`src/rtl/mac_enc.sv`:
```
// mac_enc: outbound frame encoder.
// Pops one descriptor from the header FIFO, then streams the matching body
// frame into the outbound PHY FIFOs selected by the descriptor bitmap.
// Short frames are zero-padded to MIN_LEN; long frames are cut at MAX_LEN
// and the rest of the body frame is flushed.
// Ports:
//   clk, arst_n          clock, asynchronous active-low reset
//   h_fifo_*             header FIFO (FWFT), [3:0] = port bitmap
//   b_fifo_*             body FIFO (FWFT), del marks the last byte
//   oN_fifo_*            outbound PHY FIFO N (din/del shared, wren per port)
//   tx_frame_cnt         frames emitted, drop_cnt zero-bitmap frames,
//   trunc_cnt            frames cut at MAX_LEN (all wrap)
module mac_enc #(
  parameter int unsigned MIN_LEN = 60,
  parameter int unsigned MAX_LEN = 1514,
  parameter int unsigned CNT_W   = 16
) (
  input  logic             clk,
  input  logic             arst_n,
  input  logic [7:0]       h_fifo_dout,
  input  logic             h_fifo_empty,
  output logic             h_fifo_rden,
  input  logic [7:0]       b_fifo_dout,
  input  logic             b_fifo_del,
  input  logic             b_fifo_empty,
  output logic             b_fifo_rden,
  output logic [7:0]       o0_fifo_din,
  output logic             o0_fifo_wren,
  output logic             o0_fifo_del,
  input  logic             o0_fifo_afull,
  output logic [7:0]       o1_fifo_din,
  output logic             o1_fifo_wren,
  output logic             o1_fifo_del,
  input  logic             o1_fifo_afull,
  output logic [7:0]       o2_fifo_din,
  output logic             o2_fifo_wren,
  output logic             o2_fifo_del,
  input  logic             o2_fifo_afull,
  output logic [7:0]       o3_fifo_din,
  output logic             o3_fifo_wren,
  output logic             o3_fifo_del,
  input  logic             o3_fifo_afull,
  output logic [CNT_W-1:0] tx_frame_cnt,
  output logic [CNT_W-1:0] drop_cnt,
  output logic [CNT_W-1:0] trunc_cnt
);

  localparam int unsigned LEN_W = 11;
  localparam logic [LEN_W-1:0] MIN_L = LEN_W'(MIN_LEN);
  localparam logic [LEN_W-1:0] MAX_L = LEN_W'(MAX_LEN);

  typedef enum logic [2:0] {IDLE, BODY, PAD, FLUSH, DROP} state_t;

  state_t           state, state_nxt;
  logic [LEN_W-1:0] cnt, cnt_nxt, cnt_inc;
  logic [3:0]       mask, mask_nxt;
  logic [3:0]       wren_q, wren_nxt;
  logic [7:0]       din_q, din_nxt;
  logic             del_q, del_nxt;
  logic             tx_inc, drop_inc, trunc_inc;
  logic             h_rden_c, b_rden_c;
  logic [3:0]       afull;
  logic             ready;
  logic             unused_rsvd;

  assign unused_rsvd = ^h_fifo_dout[7:4];
  assign afull       = {o3_fifo_afull, o2_fifo_afull, o1_fifo_afull, o0_fifo_afull};
  // Only ports in the latched mask can hold the frame back.
  assign ready       = (mask & afull) == 4'd0;
  assign cnt_inc     = cnt + LEN_W'(1);

  // Pops are combinational so the FWFT word is consumed in the cycle it is used;
  // held low while reset is asserted.
  assign h_fifo_rden = h_rden_c & arst_n;
  assign b_fifo_rden = b_rden_c & arst_n;

  // State register
  always_ff @(posedge clk or negedge arst_n) begin
    if (!arst_n) state <= IDLE;
    else         state <= state_nxt;
  end

  // Next-state, pop strobes and next output values
  always_comb begin
    state_nxt = state;
    cnt_nxt   = cnt;
    mask_nxt  = mask;
    wren_nxt  = 4'd0;
    din_nxt   = din_q;
    del_nxt   = 1'b0;
    h_rden_c  = 1'b0;
    b_rden_c  = 1'b0;
    tx_inc    = 1'b0;
    drop_inc  = 1'b0;
    trunc_inc = 1'b0;
    case (state)
      IDLE: begin
        if (!h_fifo_empty) begin
          h_rden_c  = 1'b1;
          mask_nxt  = h_fifo_dout[3:0];
          cnt_nxt   = '0;
          state_nxt = (h_fifo_dout[3:0] != 4'd0) ? BODY : DROP;
        end
      end
      BODY: begin
        if (!b_fifo_empty && ready) begin
          b_rden_c = 1'b1;
          wren_nxt = mask;
          din_nxt  = b_fifo_dout;
          cnt_nxt  = cnt_inc;
          // A delimiter on the MAX_LEN byte is a normal end, so it is tested first.
          if (b_fifo_del) begin
            if (cnt_inc >= MIN_L) begin
              del_nxt   = 1'b1;
              tx_inc    = 1'b1;
              state_nxt = IDLE;
            end else begin
              state_nxt = PAD;
            end
          end else if (cnt_inc == MAX_L) begin
            del_nxt   = 1'b1;
            tx_inc    = 1'b1;
            trunc_inc = 1'b1;
            state_nxt = FLUSH;
          end
        end
      end
      PAD: begin
        if (ready) begin
          wren_nxt = mask;
          din_nxt  = 8'h00;
          cnt_nxt  = cnt_inc;
          if (cnt_inc == MIN_L) begin
            del_nxt   = 1'b1;
            tx_inc    = 1'b1;
            state_nxt = IDLE;
          end
        end
      end
      FLUSH, DROP: begin
        // Discard body bytes up to the delimiter; output backpressure is irrelevant.
        if (!b_fifo_empty) begin
          b_rden_c = 1'b1;
          if (b_fifo_del) begin
            drop_inc  = (state == DROP);
            state_nxt = IDLE;
          end
        end
      end
      default: state_nxt = IDLE;
    endcase
  end

  // Datapath, output and statistics registers
  always_ff @(posedge clk or negedge arst_n) begin
    if (!arst_n) begin
      cnt          <= '0;
      mask         <= 4'd0;
      wren_q       <= 4'd0;
      din_q        <= 8'h00;
      del_q        <= 1'b0;
      tx_frame_cnt <= '0;
      drop_cnt     <= '0;
      trunc_cnt    <= '0;
    end else begin
      cnt    <= cnt_nxt;
      mask   <= mask_nxt;
      wren_q <= wren_nxt;
      din_q  <= din_nxt;
      del_q  <= del_nxt;
      if (tx_inc)    tx_frame_cnt <= tx_frame_cnt + CNT_W'(1);
      if (drop_inc)  drop_cnt     <= drop_cnt + CNT_W'(1);
      if (trunc_inc) trunc_cnt    <= trunc_cnt + CNT_W'(1);
    end
  end

  assign o0_fifo_din  = din_q;
  assign o1_fifo_din  = din_q;
  assign o2_fifo_din  = din_q;
  assign o3_fifo_din  = din_q;
  assign o0_fifo_del  = del_q;
  assign o1_fifo_del  = del_q;
  assign o2_fifo_del  = del_q;
  assign o3_fifo_del  = del_q;
  assign o0_fifo_wren = wren_q[0];
  assign o1_fifo_wren = wren_q[1];
  assign o2_fifo_wren = wren_q[2];
  assign o3_fifo_wren = wren_q[3];

endmodule

```
`config.mk`:
```
export PLATFORM = sky130hd
export DESIGN_NAME = mac_enc
export DESIGN_NICKNAME = d
export VERILOG_FILES = /design/src/rtl/mac_enc.sv
export SDC_FILE = /design/constraint.sdc
export NUM_CORES = 1
export LEC_CHECK = 0
export CORE_UTILIZATION = 44
export DETAILED_ROUTE_END_ITERATION = 10
export HOLD_SLACK_MARGIN = 0.03
export PLACE_DENSITY = 0.86
export SETUP_SLACK_MARGIN = 0.05
export SLEW_MARGIN = 20
export SYNTH_ARGS = -nofsm -noshare
export SYNTH_HDL_FRONTEND = slang
export SYNTH_SLANG_ARGS = --single-unit
```
`constraint.sdc`:
```
create_clock -name clk -period 2.51 [get_ports clk]
set_clock_uncertainty 0.05 [all_clocks]
set_input_delay 0.3765 -clock clk [delete_from_list [all_inputs] [get_ports clk]]
set_output_delay 0.3765 -clock clk [all_outputs]
set_load 0.005 [all_outputs]
```
Word level (Yosys, flattened, before mapping). Index checks and enable logic that the tools add are counted.

Reduce and logical (&&, ||, !) cells: 12. Order comparisons: 1. Equality and inequality tests: 13. Mux-type cells: 39. $add $sub $neg: 4. Bitwise logic cells: 4.

Operators with widths (count): $add A16 B1 Y16 const B (3); $mux W11 (3); $pmux W11 S3 (1); $mux W3 (9); $mux W1 (16); $mux W8 (2); $pmux W8 S2 (1); $ne A2 B2 Y1 const B (6); $pmux W3 S4 (1); $add A11 B1 Y11 const B (1); $eq A11 B11 Y1 const B (1); $eq A11 B6 Y1 const B (1); $ge A11 B6 Y1 const B (1); $mux W4 (2); $pmux W4 S2 (1); $reduce_and A7 Y1 (1); $eq A3 B2 Y1 const B (2); $and A4 B4 Y4 (1); $logic_not A4 Y1 (1); $pmux W1 S2 (2); $reduce_and A4 Y1 (1); $reduce_bool A4 Y1 (1); $eq A3 B1 Y1 const B (1); $eq A3 B3 Y1 const B (1); 12 further kinds (13).

Input port bits: 25. Register bits: 79. Logic and storage cells: 82. Output and inout bits: 90.

Longest topological paths before layout. Gate-level depths: netlist of the first run.

Depth in word-level cells: 6. Depth in mapped cells: 11. Gate-level depth less buffers: 9.

Worst setup path after synthesis of the first run. OpenSTA, ideal clock, no wires.

Path type: register -> register. From: reg cnt[0]. To: reg tx_frame_cnt[6]. Slack: -16 ps. Cell stages (with the launch flop): 11. Period minus slack after synthesis: 2526 ps. Arrival: 2353 ps. Setup time: 124 ps. Path buffers: 1. Required time: 2336 ps. Cells stage by stage: dfrtp_1 -> ha_1 -> buf_2 -> nand4_1 -> o31ai_1 -> o211ai_1 -> o311a_1 -> nor3_4 -> inv_2 -> and3_1 -> xor2_1.

Longest elaborated chain between the ends: 6. Elaborated cells between the ends (all ways): 11. Those cells by class: 1 x add/sub; 1 x order compare; 2 x eq/ne; 7 x mux.

RTL lines: start, declared (RTL line 55) `logic [LEN_W-1:0] cnt, cnt_nxt, cnt_inc;`; start signal, assigned (RTL line 166) `cnt <= cnt_nxt;`; $add A11 B1 Y11 (*) (RTL line 70) `assign cnt_inc = cnt + LEN_W'(1);`; $ge A11 B6 Y1 or $eq A11 B11 Y1 (tied branches) (RTL line 113, 120); $mux W1 (on tied branches); $mux W1 (2 in series); $pmux W1 S2 (*); via del_nxt (RTL line 59) `logic del_q, del_nxt;`; end signal, assigned (RTL line 171) `if (tx_inc) tx_frame_cnt <= tx_frame_cnt + CNT_W'(1);`; end, declared (RTL line 43) `output logic [CNT_W-1:0] tx_frame_cnt,`.

The timed path passes the listed nets; every way through them passes the cells marked *. A chain may end at the register's enable or synchronous reset.

Worst setup path in the final report of the first run.
From: reg cnt[3]. To: reg tx_frame_cnt[6].

The elaborated chain is that of the path after synthesis.

==> out/qor.txt, run 1 <==
Result of the run: finished, violations left
Violated checks: DRC
Clk root buf: clkbuf_8
Post-synth design cell area: 4090 um^2
Setup violations, final: 0
Core region area: 8850 um^2
I/O pin total: 115
Post-route insts no fill: 629
Placed Cells: 602
Final Hold Vio Count: 0
Largest net degree at the start of global routing: 73
R2R cell count: 10
Sequential fraction of the synthesis area: 48.3%
CTS tree: yes
Main synth FF type: dfrtp_1
DRT antenna net count: 0
Crit. End Element: flop
Initial Util: 46.2%
R2R Path Start: cnt[3]
Syn avg cell area: 10.6 um^2
First-pass GRT wire length: 15.9 mm
Synth top area share: 48.3%
Unrepaired setup endpoints after global routing: true
Critical path startpoint: cnt[3]
Final core occ: 65.6%
Number of global-route vias before repair: 3318
Drt initial violations: 154
Slowest stage cell on the critical path: dfrtp_2
Synth Warn #: 0
WP data required: 2.71 ns
Leakage: 2.61 nW
Rows: 34
Top delay family on crit path: compound AO/OA/AOI/OAI gates
Clock Sinks: 79
Fraction of layout cells with a size suffix above 1: 22.6%
Routability cong.: 0.835
Commonest non-fill, non-tap cell in the layout: clkdlybuf4s50_1
CP dominant cell by count: buf_4
Worst R2R End: tx_frame_cnt[6]
Net Count, Synth: 417
Final nets: 547
Worst path bufs/invs: 3
CTS Buf Count: 9
HPWL Detailed: 6.59 mm
Synth top area cells: dfrtp_1 48%, xnor2_1 5.8%, buf_4 5.7%
Die Wd: 98.4 um
Global route total overflow: 0
DRT Wirelength: 9.92 mm
Synth cell types: 51
Slowest cell delay on critical path: 0.46 ns
H-tree levels: 3
Clk slew on worst S/H paths: 0.09 ns
Seq cells post-synth: 79
CP Launch Type: flop
Worst hold path class: input pin to asynchronous set/reset pin
Peak VDD IR: 0.333 mV
Max-slew headroom: 40.7%
Fmax: 399 MHz
Setup crit end: tx_frame_cnt[6]
Period utilization: 99.8%
PortBufs: 110
First drt pass iteration count: 11
Skew-Pair Late Insertion Delay: 0.35 ns
Hold Slack: 0.354 ns
Worst Tran Pin Value: 0.889 ns
Post-synth top area cell: dfrtp_1
Post-synth EDFFs: 0
DR DRC count: 10
Initial antenna violation count: 0
Most frequent cells in the layout: 108 x clkdlybuf4s50_1, 72 x dfrtp_1, 50 x buf_4, 30 x nand2_1, 27 x xnor2_1
Total GRT Usage: 20.4%
Async SR Flop Fraction: 100%
WP depth: 10
WP data arrival: 2.70 ns
DR vias/cell: 5.45
Height of the die: 98.4 um
Wire per inst: 15.8 um
DIE AREA: 9690 um^2
Via count: 3429
Max cap viols: 0
Fin crit period: 2.50 ns
Crit-path cells: buf_4, buf_4, a31oi_4, o2111a_1, o211ai_1, o311a_4, nor3_4, inv_2, and3_4, xor2_1
Worst-path fanout max: 6
Worst reg2reg setup slack: 0.006 ns
Synth-to-Final Area Change: 42.0%
Worst setup path class: flop to flop
Post-Synthesis Cells: 386
# diodes: 0
Max Transition Viols Final: 0
Clk buf depth: 2
Pwr Density: 663 nW/um^2
==> power breakdown <==
group	internal, mW	switching, mW	leakage [nW]
Clock	0.502	0.502	0.105
Combinational	0.754	0.532	1.45
Sequential	1.41	0.146	1.05
Total	2.67	1.18	2.61
==> flip-flops by register name, indices dropped and copies added (netlist names) <==
signal        count
cnt              11
drop_cnt         16
mask              4
o0_fifo_del       1
o0_fifo_din       8
state             3
trunc_cnt        16
tx_frame_cnt     16
wren_q            4
==> kinds of logic after synthesis <==
kind of cell	count (synthesis)	share of synthesized area [%]
AND/OR/NAND/NOR	137	19.2
XOR/XNOR	50	10.7
multiplexers	10	2.72
adder cells (fa/ha/maj)	6	1.84
buffers and inverters	49	7.83
flip-flops	79	48.3
AO/OA/AOI/OAI	55	9.36
==> layout make-up <==
cell class	instances	area (um^2)
fillers	667	3040
well taps	108	135
repair buffers	161	1490
clock inverters	6	75.1
flip-flops and latches	79	1990
clock buffers	10	138
multi-input cells	258	1960
inverters	7	26.3
==> cell usage after synthesis (all sizes together) (4+ instances only) <==
master and number:
a21oi 7, a22o 12, a31oi 4, and3 10, and4 4, buf 36, clkbuf 6, dfrtp 79
ha 6, inv 7, mux2 9, nand2 30, nand2b 5, nand3 17, nand4 10, nor2 22
nor2b 6, nor3 9, nor3b 6, nor4 5, o21ai 15, o31ai 5, xnor2 27, xor2 23
==> through the flow <==
step	setup TNS (ns)	worst slack (ns)	total power, mW	instance area, um^2
global placement	-3.13	-0.223	2.72	5340
detailed placement	-5.25	-0.223	2.78	5340
CTS	0	0.0177	3.83	5650
global route	-0.325	-0.0558	4.06	5810
finish	0	0.00616	3.85	5810
floorplan	0	0.0585	2.24	4090
==> worst min path at each step <==
stage            from  endpoint  slack, ns
2_1_floorplan  arst_n    cnt[0]       0.03
3_3_place_gp   arst_n  state[1]       0.16
3_5_place_dp   arst_n  state[1]       0.17
4_1_cts        arst_n  state[0]       0.36
5_1_grt        arst_n   mask[3]       0.37
6_report       arst_n   mask[3]       0.35
==> layer usage <==
metal	up-vias	part of all wire [%]	global-route usage, %
met1	1677	42	27.0
met5	-	0	0
met3	27	6.3	3.76
met4	0	2.9	9.53
li1	1586	-	-
met2	139	49	32.9
==> what timing repair did <==
| action | 4_1_cts | 5_1_grt |
|---|---|---|
| setup endpoints to repair | 28 | 32 |
| pin swaps | 3 | 9 |
| hold buffers | 1 | 0 |
| setup buffers | 3 | 7 |
| resized for setup | 17 | 26 |
| endpoints found under the hold margin | 7 | 0 |
Note: power is estimated with default switching activity, not from simulation.
==> run 2: changes to the inputs <==
CORE_UTILIZATION = 45   (was 44)
CTS_BUF_LIST = sky130_fd_sc_hd__clkbuf_4   (was default)
HOLD_SLACK_MARGIN = default   (was 0.03)
MAX_ROUTING_LAYER = met4   (was default)
PLACE_DENSITY = 0.88   (was 0.86)
==> out/qor.txt, run 2 (same netlist as run 1, synthesis figures left out) <==
Routability cong.: 0.954 (+14%)
Comb power frac: 35.0% (+1.6 points)
Final nets: 555 (+1.5%)
Via count: 3425 (-0.12%)
Crit. End Element: flop
Height of the die: 97.3 um (-1.1%)
Synth-to-Final Area Change: 44.7%
Leakage: 2.76 nW (+5.8%)
Max cap viols: 0 (unchanged)
Pwr Density: 614 nW/um^2 (-7.4%)
Setup TNS: -0.0344 ns (-0.0344 ns)
Skew-Pair Late Insertion Delay: 0.44 ns (+0.09 ns)
First-pass GRT wire length: 16.1 mm (+1.1%)
Setup slack after layout: -0.0139 ns (-0.0200 ns)
Clk buf depth: 2 (unchanged)
Largest net degree at the start of global routing: 65 (-11%)
Worst hold path class: input pin to asynchronous set/reset pin
Clk slew on worst S/H paths: 0.15 ns (+0.06 ns)
Core region area: 8760 um^2 (-0.96%)
Result of the run: finished, violations left
Sw Share: 31.2% (+0.61 points)
DRT antenna net count: 0 (unchanged)
Clk root buf: clkbuf_4
Die Wd: 97.3 um (-1.1%)
WP data arrival: 2.79 ns (+0.09 ns)
Internal power: 2.50 mW (-6.5%)
Total GRT Usage: 21.7% (+1.3 points)
Top delay family on crit path: compound AO/OA/AOI/OAI gates
Global route total overflow: 0 (unchanged)
CP Launch Type: flop
Rows: 34 (unchanged)
Unrepaired setup endpoints after global routing: true
Largest regs: drop_cnt: 16 flops, trunc_cnt: 16 flops, tx_frame_cnt: 16 flops
Period utilization: 101% (+0.80 points)
Peak VDD IR: 0.338 mV (+1.4%)
Fraction of layout cells with a size suffix above 1: 24.8% (+2.1 points)
Number of global-route vias before repair: 3419 (+3.0%)
Crit-path cells: buf_4, and4_4, a211oi_2, o211ai_1, o311a_1, nor3_4, buf_6, buf_6, nor3_4, xor2_1
Clock Sinks: 79 (unchanged)
Final Hold Vio Count: 0 (unchanged)
CTS Buf Count: 9 (unchanged)
Place WS: -0.259 ns (-0.0363 ns)
Max-slew headroom: 42.9% (+2.2 points)
Slowest stage cell on the critical path: dfrtp_2
NetSw: 1.13 mW (-3.8%)
PortBufs: 110 (unchanged)
DRT Wirelength: 9.98 mm (+0.65%)
DIE AREA: 9470 um^2 (-2.2%)
# diodes: 0 (unchanged)
Most frequent cells in the layout: 108 x clkdlybuf4s50_1, 73 x dfrtp_1, 50 x buf_4, 30 x nand2_1, 27 x xnor2_1
I/O pin total: 115 (unchanged)
Initial Util: 46.7% (+0.45 points)
Fmax: 396 MHz (-0.79%)
Violated checks: setup timing
Commonest non-fill, non-tap cell in the layout: clkdlybuf4s50_1
Worst setup path class: flop to flop
Drt initial violations: 129 (-16%)
Fin crit period: 2.52 ns (+0.0200 ns)
CTS tree: yes
Setup violations, final: 4 (+4)
Part of the power in registers: 42.9% (+2.4 points)
Wire per inst: 15.7 um (-0.62%)
Clk pwr share: 22.2% (-3.9 points)
Slowest cell delay on critical path: 0.45 ns (about the same)
Worst path bufs/invs: 3 (unchanged)
First drt pass iteration count: 4 (-7)
Initial antenna violation count: 0 (unchanged)
HPWL Detailed: 6.81 mm (+3.2%)
WP data required: 2.78 ns (+0.07 ns)
DR DRC count: 0 (-10)
Max Transition Viols Final: 0 (unchanged)
Worst Tran Pin Value: 0.854 ns (-0.0351 ns)
H-tree levels: 3 (unchanged)
DR vias/cell: 5.38 (-1.4%)
Worst-path fanout max: 9 (+3)
-- run 2: path summary, 6_finish.rpt --
| check | slack [ns] | cells past startpoint | endpoint | startpoint |
|---|---|---|---|---|
| setup / recovery | -0.01 | 10 | tx_frame_cnt[11] | cnt[0] |
| max in group asynchronous | 1.01 | 3 | cnt[3] | arst_n |
| min in group clk | 0.43 | 1 | trunc_cnt[15] | trunc_cnt[15] |
| hold / removal | 0.30 | 2 | wren_q[2] | arst_n |
| setup reg to reg | -0.01 | 10 | tx_frame_cnt[11] | cnt[0] |
| hold reg to reg | 0.43 | 1 | trunc_cnt[15] | trunc_cnt[15] |
-- run 2: per-stage QoR --
step | cell area [um^2] | hold slack [ns] | cells | power, mW | utilization (%)
after floorplan | 4090 | 0.0309 | 386 | 2.24 | -
after detailed placement | 5380 | 0.211 | 607 | 2.79 | 61.4
after global routing | 5920 | 0.311 | 637 | 3.84 | 67.5
final | 5920 | 0.298 | 637 | 3.63 | 67.5
after global placement | 5380 | 0.207 | 607 | 2.73 | 61.4
after CTS | 5760 | 0.298 | 634 | 3.66 | 65.8
-- run 2: repair_timing --
item                                    4_1_cts  5_1_grt
pin swaps                                     7       32
buffers inserted                             11        6
hold endpoints to repair                     15        0
hold buffers                                  1        0
resized for setup                            37       28
endpoints found under the setup margin       29       38
-- run 2: layout make-up --
type	instances	area [um^2]
well taps	108	135
fillers	647	2850
repair buffers	169	1570
clock buffers	9	67.6
inverters	7	26.3
clock inverters	7	77.6
flip-flops and latches	79	1980
multi-input cells	258	2060
-- run 2: layer usage --
metal	wire (um)	GRT usage (%)	vias to the layer above	share of wire [%]
met4	302	9.95	0	3.0
li1	-	-	1612	-
met5	0	-	-	0
met2	4940	36.1	127	49
met1	4280	25.8	1652	43
met3	464	3.88	34	4.6
-- run 2: power groups by stage --
stage	Sequential, mW	Clock (mW)	Combinational (mW)
finish	1.56	0.805	1.27
global route	1.59	0.888	1.36
CTS	1.56	0.833	1.27
detailed placement	1.57	0	1.21
global placement	1.56	0	1.17
floorplan	1.56	0	0.680
==> run 3: changes to the inputs <==
CELL_PAD_IN_SITES_DETAIL_PLACEMENT = 1   (was default)
CELL_PAD_IN_SITES_GLOBAL_PLACEMENT = 1   (was default)
CORE_MARGIN = 5   (was default)
CORE_UTILIZATION = 34   (was 45)
PLACE_DENSITY = 0.87   (was 0.88)
clock period = 2.1 ns   (was 2.51 ns; I/O delays follow)
==> out/qor.txt, run 3 (same netlist as run 1, synthesis figures left out) <==
DR vias/cell: 5.08 (-5.5%)
Clock Sinks: 79 (unchanged)
HPWL Detailed: 9.30 mm (+37%)
Worst setup path class: flop to flop
Leakage: 2.92 nW (+6.1%)
Setup violations, final: 43 (+39)
Max Transition Viols Final: 0 (unchanged)
Most frequent cells in the layout: 107 x clkdlybuf4s50_1, 84 x buf_4, 74 x dfrtp_1, 28 x nand2_1, 25 x xnor2_1
Period utilization: 125% (+25 points)
WP data arrival: 2.94 ns (+0.15 ns)
R2R Path Start: cnt[1]
Largest net degree at the start of global routing: 58 (-11%)
Core region area: 11900 um^2 (+36%)
WP data required: 2.41 ns (-0.37 ns)
Post-placement cell area: 5750 um^2 (+6.9%)
Drt initial violations: 127 (-1.6%)
Skew-Pair Late Insertion Delay: 0.48 ns (+0.04 ns)
Result of the run: finished, violations left
Internal power: 3.07 mW (+23%)
Violated checks: setup timing
Worst-path fanout max: 7 (-2)
Clk root buf: clkbuf_4
Clk pwr share: 18.5% (-3.7 points)
Routability cong.: 0.849 (-11%)
Height of the die: 120 um (+23%)
Die Wd: 120 um (+23%)
PortBufs: 110 (unchanged)
NetSw: 1.52 mW (+34%)
Comb power frac: 40.9% (+5.9 points)
DR DRC count: 0 (unchanged)
DRT antenna net count: 0 (unchanged)
Peak VDD IR: 0.381 mV (+13%)
Clk buf depth: 2 (unchanged)
First-pass GRT wire length: 20.9 mm (+30%)
Wire per inst: 18.5 um (+18%)
Max cap viols: 0 (unchanged)
Crit. End Element: flop
# diodes: 0 (unchanged)
Hold Slack: 0.164 ns (-0.133 ns)
DRT Wirelength: 13.3 mm (+33%)
Max-slew headroom: 49.7% (+6.8 points)
Synth-to-Final Area Change: 54.5%
CTS Buf Count: 9 (unchanged)
Global route total overflow: 0 (unchanged)
First drt pass iteration count: 4 (unchanged)
Pwr Density: 726 nW/um^2 (+18%)
Clk slew on worst S/H paths: 0.14 ns (about the same)
Part of the power in registers: 40.6% (-2.3 points)
Initial antenna violation count: 0 (unchanged)
Number of global-route vias before repair: 4007 (+17%)
Worst Tran Pin Value: 0.754 ns (-0.100 ns)
Finished Cell Area: 6320 um^2 (+6.8%)
Worst hold path class: input pin to asynchronous set/reset pin
Initial Util: 34.3% (-12 points)
I/O pin total: 115 (unchanged)
Setup slack after layout: -0.530 ns (-0.516 ns)
CP Launch Type: flop
H-tree levels: 3 (unchanged)
Via count: 3652 (+6.6%)
Worst reg2reg setup slack: -0.53 ns (-0.52 ns)
Rows: 40 (+18%)
Total GRT Usage: 18.9% (-2.8 points)
Commonest non-fill, non-tap cell in the layout: clkdlybuf4s50_1
Critical path startpoint: cnt[1]
Fraction of layout cells with a size suffix above 1: 30.9% (+6.2 points)
DIE AREA: 14300 um^2 (+51%)
Final core occ: 53.1% (-14 points)
Largest regs: drop_cnt: 16 flops, trunc_cnt: 16 flops, tx_frame_cnt: 16 flops
Final Hold Vio Count: 0 (unchanged)
CTS tree: yes
Fmax: 380 MHz (-4.0%)
Sw Share: 33.1% (+1.9 points)
Final nets: 598 (+7.7%)
Place WS: -0.589 ns (-0.330 ns)
Fin crit period: 2.63 ns (+0.106 ns)
Unrepaired setup endpoints after global routing: true
[run 3: what timing repair did]
item | 4_1_cts | 5_1_grt
endpoints found under the setup margin | 51 | 54
hold buffers | 1 | 0
gates cloned | 0 | 1
pin swaps | 15 | 19
setup buffers | 12 | 11
hold endpoints to repair | 22 | 0
gates resized for setup | 53 | 24
[run 3: cell type report]
| cell class | instances | area, um^2 |
|---|---|---|
| Timing Repair Buffer | 211 | 1930 |
| Sequential cell | 79 | 1980 |
| Clock buffer | 9 | 67.6 |
| Inverter | 7 | 26.3 |
| Fill cell | 1266 | 5590 |
| Clock inverter | 7 | 46.3 |
| Multi-Input combinational cell | 259 | 2080 |
| Tap cell | 147 | 184 |
[run 3: layer usage]
| layer | global-route usage, % | wire, um |
|---|---|---|
| met4 | 6.44 | 222 |
| met3 | 4.90 | 711 |
| met1 | 20.8 | 5430 |
| met5 | - | 0 |
| met2 | 33.3 | 6930 |
[run 3: stage by stage]
step	TNS [ns]	power, mW	instances
floorplan	-6.96	2.70	386
global placement	-20.05	3.47	679
detailed placement	-23.25	3.57	679
CTS	-10.44	4.58	707
global route	-20.14	4.86	719
finish	-14.67	4.59	719
[run 3: power groups by stage]
stage / registers, mW / clock network, mW / logic, mW
after global routing: 1.90 / 0.966 / 2.00
final: 1.86 / 0.847 / 1.88
after global placement: 1.87 / 0 / 1.60
after CTS: 1.87 / 0.890 / 1.83
after floorplan: 1.87 / 0 / 0.823
after detailed placement: 1.90 / 0 / 1.67
[run 3: critical path, cell delays in order, from the launching register on]
cell and delay [ns]:
dfrtp_2 0.43, ha_4 0.18, nand4_1 0.14, or4_1 0.57, o211ai_1 0.14, buf_4 0.18
nor3_4 0.05, nor3_4 0.27, inv_2 0.15, and3_4 0.21, xor2_1 0.14
[run 3: worst paths after layout]
check | end | cells after the start
setup reg to reg | tx_frame_cnt[6] | 10
min in group clk | o0_fifo_din[0] | 2
setup / recovery | tx_frame_cnt[6] | 10
hold / removal | drop_cnt[2] | 2
hold reg to reg | drop_cnt[15] | 1
max in group asynchronous | cnt[0] | 3
